<file path="config.mk">
export PLATFORM = sky130hd
export DESIGN_NAME = mem_access_ctrl_flat
export DESIGN_NICKNAME = d
export VERILOG_FILES = /design/src/rtl/mem_access_ctrl_if.sv /design/src/rtl/mem_access_ctrl.sv /design/src/flat_wrapper.sv
export SDC_FILE = /design/constraint.sdc
export NUM_CORES = 1
export LEC_CHECK = 0
export ABC_AREA = 1
export CORE_AREA = 2 2 131 133
export CTS_CLUSTER_DIAMETER = 120
export DETAILED_ROUTE_END_ITERATION = 6
export DIE_AREA = 0 0 133 135
export HOLD_SLACK_MARGIN = 0.05
export PLACE_DENSITY = 0.81
export SYNTH_ARGS = -nofsm -noshare
export SYNTH_HDL_FRONTEND = slang
export SYNTH_SLANG_ARGS = --single-unit
</file>
<file path="constraint.sdc">
create_clock -name clk -period 1.83 [get_ports clk]
set_input_delay 0.366 -clock clk [delete_from_list [all_inputs] [get_ports clk]]
set_output_delay 0.366 -clock clk [all_outputs]
set_load 0.005 [all_outputs]
</file>
<file path="src/rtl/mem_access_ctrl_if.sv">
// Data-memory bus between the MEM-stage controller (master) and the SRAM-like
// memory port (slave): request/address phase plus response/data phase.
interface mem_access_ctrl_if;
  logic        data_req;
  logic        data_wr;
  logic [1:0]  data_size;
  logic [31:0] data_addr;
  logic [3:0]  data_wstrb;
  logic [31:0] data_wdata;
  logic        data_addr_ok;
  logic        data_data_ok;
  logic [31:0] data_rdata;

  modport master (
    output data_req, data_wr, data_size, data_addr, data_wstrb, data_wdata,
    input  data_addr_ok, data_data_ok, data_rdata
  );

  modport slave (
    input  data_req, data_wr, data_size, data_addr, data_wstrb, data_wdata,
    output data_addr_ok, data_data_ok, data_rdata
  );
endinterface

</file>
<file path="src/rtl/mem_access_ctrl.sv">
// MEM-stage data-memory access controller: one outstanding bus transaction,
// store alignment/strobes, load extraction, result held until WB takes it.
module mem_access_ctrl #(
  parameter bit STALL_ON_STORE = 1'b1
) (
  input  logic        clk,
  input  logic        resetn,
  input  logic        exe_valid,
  input  logic [31:0] exe_pc,
  input  logic [31:0] exe_addr,
  input  logic        exe_load,
  input  logic        exe_store,
  input  logic [1:0]  exe_size,
  input  logic        exe_sign,
  input  logic [31:0] exe_wdata,
  input  logic [4:0]  exe_dst,
  input  logic        exe_except,
  input  logic        mem_flush,
  input  logic        wb_allowin,
  output logic        mem_allowin,
  mem_access_ctrl_if.master bus,
  output logic        mem_valid,
  output logic [31:0] mem_pc,
  output logic [4:0]  mem_dst,
  output logic        mem_except,
  output logic [31:0] mem_rdata
);

  typedef enum logic [2:0] {IDLE, REQ, WAIT, DONE, DISCARD} state_t;

  typedef struct packed {
    logic [31:0] pc;
    logic [31:0] addr;
    logic [31:0] wdata;
    logic [4:0]  dst;
    logic [1:0]  size;
    logic        load;
    logic        store;
    logic        sign;
    logic        except;
  } mem_op_t;

  state_t      state, state_nxt;
  mem_op_t     op;
  logic [31:0] rdata_q;
  logic        accept, is_mem, capture;
  logic [3:0]  wstrb_w;
  logic [31:0] wdata_w, load_ext;
  logic [7:0]  rd_b;
  logic [15:0] rd_h;

  assign is_mem = (exe_load | exe_store) & ~exe_except;

  always_ff @(posedge clk or negedge resetn)
    if (!resetn) state <= IDLE;
    else         state <= state_nxt;

  always_comb begin
    state_nxt    = state;
    mem_allowin  = 1'b0;
    bus.data_req = 1'b0;
    mem_valid    = 1'b0;
    capture      = 1'b0;
    case (state)
      IDLE: mem_allowin = 1'b1;
      REQ: begin
        bus.data_req = ~mem_flush;
        // Retracting the request before addr_ok is legal on this bus
        if (mem_flush) state_nxt = IDLE;
        else if (bus.data_addr_ok) begin
          if (bus.data_data_ok) begin
            state_nxt = DONE;
            capture   = 1'b1;
          end else if (op.store && !STALL_ON_STORE) state_nxt = DONE;
          else state_nxt = WAIT;
        end
      end
      WAIT: begin
        if (bus.data_data_ok) begin
          state_nxt = mem_flush ? IDLE : DONE;
          capture   = ~mem_flush;
        end else if (mem_flush) state_nxt = DISCARD;
      end
      DONE: begin
        mem_valid   = 1'b1;
        mem_allowin = wb_allowin;
        if (mem_flush) state_nxt = IDLE;
        else if (wb_allowin) state_nxt = IDLE;
      end
      // Drain the killed transaction's response before starting another
      DISCARD: if (bus.data_data_ok) state_nxt = IDLE;
      default: state_nxt = IDLE;
    endcase
    accept = exe_valid & mem_allowin & ~mem_flush;
    if (accept) state_nxt = is_mem ? REQ : DONE;
  end

  always_ff @(posedge clk or negedge resetn) begin
    if (!resetn) begin
      op      <= '0;
      rdata_q <= '0;
    end else if (accept) begin
      op      <= '{pc: exe_pc, addr: exe_addr, wdata: exe_wdata, dst: exe_dst,
                   size: exe_size, load: exe_load, store: exe_store,
                   sign: exe_sign, except: exe_except};
      rdata_q <= '0;
    end else if (capture) begin
      rdata_q <= op.load ? load_ext : 32'h0;
    end
  end

  always_comb begin
    wstrb_w = 4'b1111;
    wdata_w = op.wdata;
    case (op.size)
      2'd0: begin
        wstrb_w = 4'b0001 << op.addr[1:0];
        wdata_w = {4{op.wdata[7:0]}};
      end
      2'd1: begin
        wstrb_w = op.addr[1] ? 4'b1100 : 4'b0011;
        wdata_w = {2{op.wdata[15:0]}};
      end
      default: ;
    endcase
    if (!op.store) wstrb_w = 4'b0000;
  end

  assign rd_b = bus.data_rdata[{op.addr[1:0], 3'b000} +: 8];
  assign rd_h = bus.data_rdata[{op.addr[1], 4'b0000} +: 16];

  always_comb begin
    case (op.size)
      2'd0:    load_ext = {{24{op.sign & rd_b[7]}}, rd_b};
      2'd1:    load_ext = {{16{op.sign & rd_h[15]}}, rd_h};
      default: load_ext = bus.data_rdata;
    endcase
  end

  assign bus.data_wr    = op.store;
  assign bus.data_size  = op.size;
  assign bus.data_addr  = op.addr;
  assign bus.data_wstrb = wstrb_w;
  assign bus.data_wdata = wdata_w;

  assign mem_pc     = op.pc;
  assign mem_dst    = op.dst;
  assign mem_except = op.except;
  assign mem_rdata  = rdata_q;

endmodule

</file>
<file path="src/flat_wrapper.sv">
// flat-port wrapper written by rule: the top's interface ports become plain ports
module mem_access_ctrl_flat 
#(
  parameter bit STALL_ON_STORE = 1'b1
)
  (clk, resetn, exe_valid, exe_pc, exe_addr, exe_load, exe_store, exe_size, exe_sign, exe_wdata, exe_dst, exe_except, mem_flush, wb_allowin, mem_allowin, mem_valid, mem_pc, mem_dst, mem_except, mem_rdata, bus_data_req, bus_data_wr, bus_data_size, bus_data_addr, bus_data_wstrb, bus_data_wdata, bus_data_addr_ok, bus_data_data_ok, bus_data_rdata);
  mem_access_ctrl_if bus_i ();
  input  logic clk;
  input  logic resetn;
  input  logic exe_valid;
  input  logic [31:0] exe_pc;
  input  logic [31:0] exe_addr;
  input  logic exe_load;
  input  logic exe_store;
  input  logic [1:0] exe_size;
  input  logic exe_sign;
  input  logic [31:0] exe_wdata;
  input  logic [4:0] exe_dst;
  input  logic exe_except;
  input  logic mem_flush;
  input  logic wb_allowin;
  output logic mem_allowin;
  output logic mem_valid;
  output logic [31:0] mem_pc;
  output logic [4:0] mem_dst;
  output logic mem_except;
  output logic [31:0] mem_rdata;
  output wire logic [$bits(bus_i.data_req)-1:0] bus_data_req;
  output wire logic [$bits(bus_i.data_wr)-1:0] bus_data_wr;
  output wire logic [$bits(bus_i.data_size)-1:0] bus_data_size;
  output wire logic [$bits(bus_i.data_addr)-1:0] bus_data_addr;
  output wire logic [$bits(bus_i.data_wstrb)-1:0] bus_data_wstrb;
  output wire logic [$bits(bus_i.data_wdata)-1:0] bus_data_wdata;
  input wire logic [$bits(bus_i.data_addr_ok)-1:0] bus_data_addr_ok;
  input wire logic [$bits(bus_i.data_data_ok)-1:0] bus_data_data_ok;
  input wire logic [$bits(bus_i.data_rdata)-1:0] bus_data_rdata;
  assign bus_data_req = bus_i.data_req;
  assign bus_data_wr = bus_i.data_wr;
  assign bus_data_size = bus_i.data_size;
  assign bus_data_addr = bus_i.data_addr;
  assign bus_data_wstrb = bus_i.data_wstrb;
  assign bus_data_wdata = bus_i.data_wdata;
  assign bus_i.data_addr_ok = bus_data_addr_ok;
  assign bus_i.data_data_ok = bus_data_data_ok;
  assign bus_i.data_rdata = bus_data_rdata;
  mem_access_ctrl #(.STALL_ON_STORE(STALL_ON_STORE)) u_core (.clk(clk), .resetn(resetn), .exe_valid(exe_valid), .exe_pc(exe_pc), .exe_addr(exe_addr), .exe_load(exe_load), .exe_store(exe_store), .exe_size(exe_size), .exe_sign(exe_sign), .exe_wdata(exe_wdata), .exe_dst(exe_dst), .exe_except(exe_except), .mem_flush(mem_flush), .wb_allowin(wb_allowin), .mem_allowin(mem_allowin), .bus(bus_i), .mem_valid(mem_valid), .mem_pc(mem_pc), .mem_dst(mem_dst), .mem_except(mem_except), .mem_rdata(mem_rdata));
endmodule
</file>
### Word level (Yosys, flattened, before mapping)

Cells that the tools add are included.

* eq/ne operators: 10
* shifts and indexed selects: 3
* mux-type cells: 28
* bitwise gates (word level): 8
* reduce and logical (&&, ||, !) cells: 4

Operators by type and width (number)
* $pmux W32 S2: 2
* $mux W32: 3
* $shiftx A32 B6 Y16: 1
* $shiftx A32 B6 Y8: 1
* $mux W3: 8
* $pmux W3 S5: 1
* $ne A4 B3 Y1 const B: 3
* $mux W4: 2
* $pmux W4 S2: 1
* $mux W1: 7
* $eq A3 B2 Y1 const B: 2
* $and A1 B1 Y1: 5
* $reduce_and A5 Y1: 1
* $mux W2: 2
* $pmux W1 S2: 2
* $shl A1 B2 Y4 const A: 1
* $eq A3 B1 Y1 const B: 1
* $eq A3 B3 Y1 const B: 1
* $logic_not A3 Y1: 1
* $ne A3 B2 Y1 const B: 1
* $eq A2 B1 Y1 const B: 1
* $logic_not A2 Y1: 1
* $ne A2 B1 Y1 const B: 1
* $not A1 Y1: 2
* other kinds (2): 2

* flip-flop bits (word level): 142
* output and inout bits: 144
* logic and storage cells: 64

### Logic depth before layout (Yosys ltp)

Gate-level depths: netlist of run 1.

* depth in word-level cells: 6
* depth in mapped cells: 12
* depth with buffers taken out: 10

### Worst setup path after synthesis of run 1

Ideal clock, no wire load.

* path type: register to output
* from: reg u_core.op, in the netlist u_core.bus.data_size[1]
* to: out bus_data_wdata[24]
* data arrival time: 1.258 ns
* required time: 1.464 ns
* setup slack: 0.206 ns
* stages on the path, launching flop included: 8
* path buffers: 2
* cell sequence: dfrtp_1 > inv_1 > buf_2 > nand2_1 > inv_2 > buf_1 > nand2_1 > o211ai_1

* cells in the longest elaborated chain, start to end: 2

RTL lines
* start, declared: line mem_access_ctrl.sv:44 `mem_op_t op;`
* start signal, assigned: line mem_access_ctrl.sv:103 `op <= '{pc: exe_pc, addr: exe_addr, wdata: exe_wdata, dst: exe_dst,`
* $eq A2 B1 Y1 / $logic_not A2 Y1 (equally long branches): line mem_access_ctrl.sv:115 `case (op.size)`
* $pmux W32 S2 *: line mem_access_ctrl.sv:115
* end, declared: line flat_wrapper.sv:33 `output wire logic [$bits(bus_i.data_wdata)-1:0] bus_data_wdata;`

Every way passes the cells marked *; elsewhere a longest branch is shown, timed or not.

### Final worst setup path of run 1

* from: reg u_core.op, in the netlist u_core.bus.data_size[1]
* to: out bus_data_wdata[30]

Same word-level chain as after synthesis.

==> results.yml, run 1 <==
run_status:
  outcome: "complete, but fails checks"
  failed_checks: "negative setup slack"
layout:
  final_cell_mix: "nand2_1, clkdlybuf4s50_1, dfrtp_1"
  nFillCells: 1316
  syn2layout_area_growth_pct: 52.0
  final_common_cell: "nand2_1"
  seq_area_mm2: 0.00357
  nNetsFinal: 1338
  final_cell_count_no_fill: 1426
  layout-drive-gt1-share: 0.157
  multiInputGateArea_mm2: 0.00282
synthesis:
  syn_area_mm2: 0.00719
  ys_warn_count: 0
  synthFlopType: "dfrtp_1"
  ys_ff_latch: 142
  synth.avg_cell_area_um2: 7.55
  yosysSeqAreaShare: 0.494
  yosysUniqueCellTypes: 23
  synth_nets: 1098
  synth_edf_count: 0
  async_flop_share: 1.00
  postSynthCellCount: 952
clock_tree:
  cts_tree: "yes"
  clk_pin_slew_ps: 70
  cts_root_buf: "clkbuf_16"
  cts_max_level: 4
  clock_latency_ps: 420
  clk_path_buf_depth: 2
  cts_sinks: 142
  cts_buffers: 17
power:
  p_leak_nw: 5.55
  vdd_ir_drop_max_v: 0.000835
  p_per_area_mw_per_mm2: 1670
  total_power_mw: 18.2
drt:
  drt-total-wl_um: 22600
  routed.top_layer: "met4"
  met1_length_um: 8860
  avgRoutedWirePerCell_um: 15.8
  drc: 0
  met2_length_um: 10900
  first_iter_violations: 334
  via_per_inst: 4.86
  antenna_left: 0
  routed-via-count: 6935
  dr.pass1.iters: 5
  met3_length_um: 2040
sta:
  tightest_slew_ps: 480
  worst_slack_ps: -169
  rsz0062_at_grt: "true"
  setup_viol: 16
  min_period_over_period: 1.09
  clock.fmax_ghz: 0.500
  min_period_ps: 2000
  finalClockSkew_ps: 6.29
  slew_headroom: 0.679
  hold_viol_final: 0
  report.final.slew_viol_count: 0
floorplanning:
  start_util: 0.438
  die_w_um: 133
  rows: 47
  core_region_area_mm2: 0.0164
  num_io_pins: 290
  die_h_um: 135
  die_area_mm2: 0.0180
global_route:
  grt-ovfl-total: 0
  grt_max_degree: 61
  grt_antenna_before_repair: 1
  grt_pass1_wl_um: 35600
  grt_usage: 0.253
  grt_pass1_vias: 6889
run:
  maxCapViolCount: 0
setup_path:
  start_kind: "flop"
  arrival_ps: 1630
  critical_path_required_ps: 1460
  r2r_slack_ps: 110
  reg2reg_from: "u_core.bus.data_size[1]"
  r2r-end: "u_core.mem_rdata[14]"
  endpoint_kind: "output pin"
  critPathKind: "flop to output pin"
  r2r_cells: 12
  cp_max_fo: 8
place:
  portBuffers: 289
  hpwlAfterDp_um: 15600
  place.gp.congestion: 0.857
  dp_cells: 1372
  dp_slack_ps: -165
hold_path:
  worstHoldPathType: "input pin to async pin"
## power by group
| group | switching, mW | internal (mW) |
|---|---|---|
| clock | 1.46 | 2.21 |
| sequential | 0.981 | 4.54 |
| combinational | 4.24 | 4.76 |
| total | 6.69 | 11.5 |
## cells by family (layout without fill, tap and decap cells)
logic type             Yosys count  count (layout)  synth area share
AOI/OAI and AO/OA               56              56            0.0447
buffers and inverters          170             423             0.143
DFF                            142             142             0.494
other                            0               1                 0
and+or+nand+nor                584             584             0.317
## through the flow
step	hold WS, ps	utilization	TNS (ps)	area [µm²]
4_1_cts	336	0.660	-1780	10800
3_5_place_dp	199	0.604	-3350	9910
5_1_grt	354	0.666	-2540	10900
6_report	341	0.666	-1130	10900
2_1_floorplan	70.4	-	0	7190
3_3_place_gp	199	0.604	-1210	9910
## Yosys cell counts, types with 3 or more instances
cell	number	area, µm²
clkbuf_1	15	56.3
buf_4	93	698
o21ai_0	33	165
inv_2	3	11.3
o211ai_1	14	105
nor2_1	15	56.3
nand2_1	518	1940
buf_6	4	45.0
a21oi_1	6	30.0
inv_1	42	158
or2_2	7	43.8
dfrtp_1	142	3550
nand3_1	36	180
buf_2	11	55.1
## registers in the layout (all words and copies together), names as in the netlist
| register | count |
|---|---|
| u_core.bus.data_addr | 32 |
| u_core.bus.data_size | 2 |
| u_core.bus.data_wr | 1 |
| u_core.mem_dst | 5 |
| u_core.mem_except | 1 |
| u_core.mem_pc | 32 |
| u_core.mem_rdata | 32 |
| u_core.op | 34 |
| u_core.state | 3 |
## metal layers
layer / track usage / up-vias
li1: - / 3314
met1: 0.307 / 3252
met5: 0 / -
met4: 0.108 / 0
met3: 0.0747 / 59
met2: 0.422 / 310
## worst max path at each step
stage,start,endpoint,slack (ps),cells past startpoint
after detailed placement,u_core.bus.data_size[1],bus_data_wdata[14],-170,7
after floorplan,u_core.bus.data_size[1],bus_data_wdata[24],210,7
final,u_core.bus.data_size[1],bus_data_wdata[30],-170,6
after CTS,u_core.bus.data_size[1],bus_data_wdata[30],-170,6
after global routing,u_core.bus.data_size[1],bus_data_wdata[25],-250,6
after global placement,u_core.bus.data_size[1],bus_data_wdata[30],-150,6
## critical path, stage by stage, from the launching register on
cell	delay (ps)
dfrtp_1	400
inv_2	120
buf_6	120
nand2_4	40
buf_6	130
o211ai_1	230
buf_2	170
## layout make-up
type / count / share of cell area
sequential: 142 / 0.326
timing repair buffer: 346 / 0.317
multi-input combinational: 640 / 0.258
tap: 220 / 0.0252
inverter: 45 / 0.0163
clock inverter: 14 / 0.0168
antenna: 1 / 0.000229
clock buffer: 18 / 0.0402
## repair_timing
action                                  in CTS  in global routing
hold buffers                                 1                  0
hold endpoints to repair                    52                  0
endpoints found under the setup margin      33                 37
pin swaps                                    8                 14
cloned                                       4                  1
gates resized for setup                    190                 45
setup buffers                               17                  3
Power figures use the tool's default switching activity.
==> run 2: changes to the inputs <==
- CORE_AREA: 2 2 131 133 -> 2 2 130 132
- DIE_AREA: 0 0 133 135 -> 0 0 132 134
- PLACE_DENSITY: 0.81 -> 0.82
- clock period: 1.83 -> 2.51 ns (I/O delays scaled with it)
==> results.yml, run 2 (synthesis results as in run 1) <==
global_route:
  grt_max_degree: 81
  grt_usage: 0.245
  grt_pass1_vias: 6642
  grt-ovfl-total: 0
  grt_antenna_before_repair: 1
  grt_pass1_wl_um: 34000
power:
  seqPwrFrac: 0.323
  total_power_mw: 12.3
  vdd_ir_drop_max_v: 0.000550
  p_per_area_mw_per_mm2: 1190
  pwr-share-clk: 0.208
  intPower_mw: 7.89
  switchingPower_mw: 4.42
  p_sw_frac: 0.359
  pwr-share-comb: 0.469
  p_leak_nw: 5.25
drt:
  dr.pass1.iters: 5
  drc: 0
  drt-total-wl_um: 21500
  routed-via-count: 6710
  via_per_inst: 4.84
  first_iter_violations: 475
  antenna_left: 0
  avgRoutedWirePerCell_um: 15.5
sta:
  finalClockSkew_ps: 11.6
  clock.fmax_ghz: 0.407
  hold_viol_final: 0
  tns_ps: 0
  rsz0062_at_grt: "true"
  tightest_slew_ps: 668
  setup_viol: 0
  slew_headroom: 0.554
  min_period_ps: 2460
  report.final.slew_viol_count: 0
  worst_slack_ps: 54.2
  min_period_over_period: 0.978
run_status:
  outcome: "completed"
floorplanning:
  die_w_um: 132
  start_util: 0.441
  die_h_um: 134
  die_area_mm2: 0.0177
  rows: 47
  core_region_area_mm2: 0.0163
  num_io_pins: 290
layout:
  final_area_mm2: 0.0104
  nNetsFinal: 1299
  layout-drive-gt1-share: 0.0609
  largest_reg_flops: 34
  multiInputGateArea_mm2: 0.00262
  regMostFlops: "u_core.op"
  seq_area_mm2: 0.00355
  final_cell_mix: "nand2_1, clkdlybuf4s50_1, dfrtp_1"
  syn2layout_area_growth_pct: 44.3
  final_common_cell: "nand2_1"
  nFillCells: 1359
clock_tree:
  cts_root_buf: "clkbuf_16"
  cts_max_level: 4
  clock_latency_ps: 420
  cts_tree: "yes"
  clk_path_buf_depth: 2
  clk_pin_slew_ps: 60
  cts_sinks: 142
  cts_buffers: 17
place:
  hpwlAfterDp_um: 15400
  portBuffers: 289
  placed_area_mm2: 0.00968
  dp_slack_ps: 230
  place.gp.congestion: 0.879
setup_path:
  critical_path_required_ps: 2010
  endpoint_kind: "output pin"
  critPathKind: "flop to output pin"
  arrival_ps: 1950
  start_kind: "flop"
  cp_max_fo: 14
run:
  maxCapViolCount: 0
hold_path:
  worstHoldPathType: "input pin to async pin"
run 2: cell types whose count changed in the layout (fill, tap and decap cells not counted), sizes merged:
cell,delta
clkbuf,-1
buf,-67
dlygate4sd2,-1
dlymetal6s2s,+6
clkdlybuf4s50,+26
clkinv,+1
dlygate4sd3,-1
clkinvlp,-1
clkdlybuf4s15,-1
bufinv,-1
inv,+1
run 2: through the flow:
step / std cells / utilization / hold WS (ps)
global route: 1386 / 0.636 / 82.6
floorplan: 952 / - / 206
finish: 1387 / 0.637 / 55.6
CTS: 1383 / 0.633 / 66.3
global placement: 1350 / 0.595 / 461
detailed placement: 1350 / 0.595 / 464
run 2: per-layer routing:
| layer | vias up | share of wire | global-route usage | wire length [µm] |
|---|---|---|---|---|
| met5 | - | 0 | 0 | 0 |
| li1 | 3235 | - | - | - |
| met3 | 42 | 0.098 | 0.0824 | 2100 |
| met2 | 346 | 0.48 | 0.400 | 10300 |
| met4 | 0 | 0.027 | 0.0960 | 577 |
| met1 | 3087 | 0.40 | 0.300 | 8540 |
run 2: critical path: stages (launching register included):
cell	delay [ps]
dfrtp_1	400
inv_1	130
nand2_2	110
clkinv_4	80
buf_12	130
nand2_1	60
o211ai_1	90
clkdlybuf4s50_1	540
run 2: power by group through the flow:
stage | Combinational [mW] | Sequential (mW) | Clock (mW)
3_3_place_gp | 5.56 | 3.97 | 0
4_1_cts | 5.74 | 3.97 | 2.61
6_report | 5.77 | 3.98 | 2.57
5_1_grt | 6.35 | 4.11 | 2.71
3_5_place_dp | 5.66 | 3.99 | 0
2_1_floorplan | 3.33 | 3.79 | 0
run 2: area by class of cell:
type / instances / area share
repair buffers: 307 / 0.303
diodes: 1 / 0.000241
multi-input cells: 640 / 0.253
flip-flops and latches: 142 / 0.343
clock inverters: 14 / 0.0151
inverters: 45 / 0.0169
well taps: 220 / 0.0265
clock buffers: 18 / 0.0424
run 2: worst paths after layout:
kind	cells past startpoint	slack (ps)	end	start
worst max-delay path	7	50	bus_data_wdata[24]	u_core.bus.data_size[1]
worst min-delay path	1	60	u_core.mem_pc[18]	resetn
worst max register to register	7	590	u_core.mem_rdata[21]	u_core.bus.data_addr[1]
worst min register to register	2	480	u_core.mem_pc[30]	u_core.mem_pc[30]
max in group asynchronous	2	1820	u_core.mem_rdata[6]	resetn
min in group clk	2	480	u_core.mem_pc[30]	u_core.mem_pc[30]
run 2: timing repair:
action	CTS	global route
gates resized for setup	5	14
hold buffers	0	0
pin swaps	0	0
setup buffers	1	3
endpoints found under the setup margin	18	14
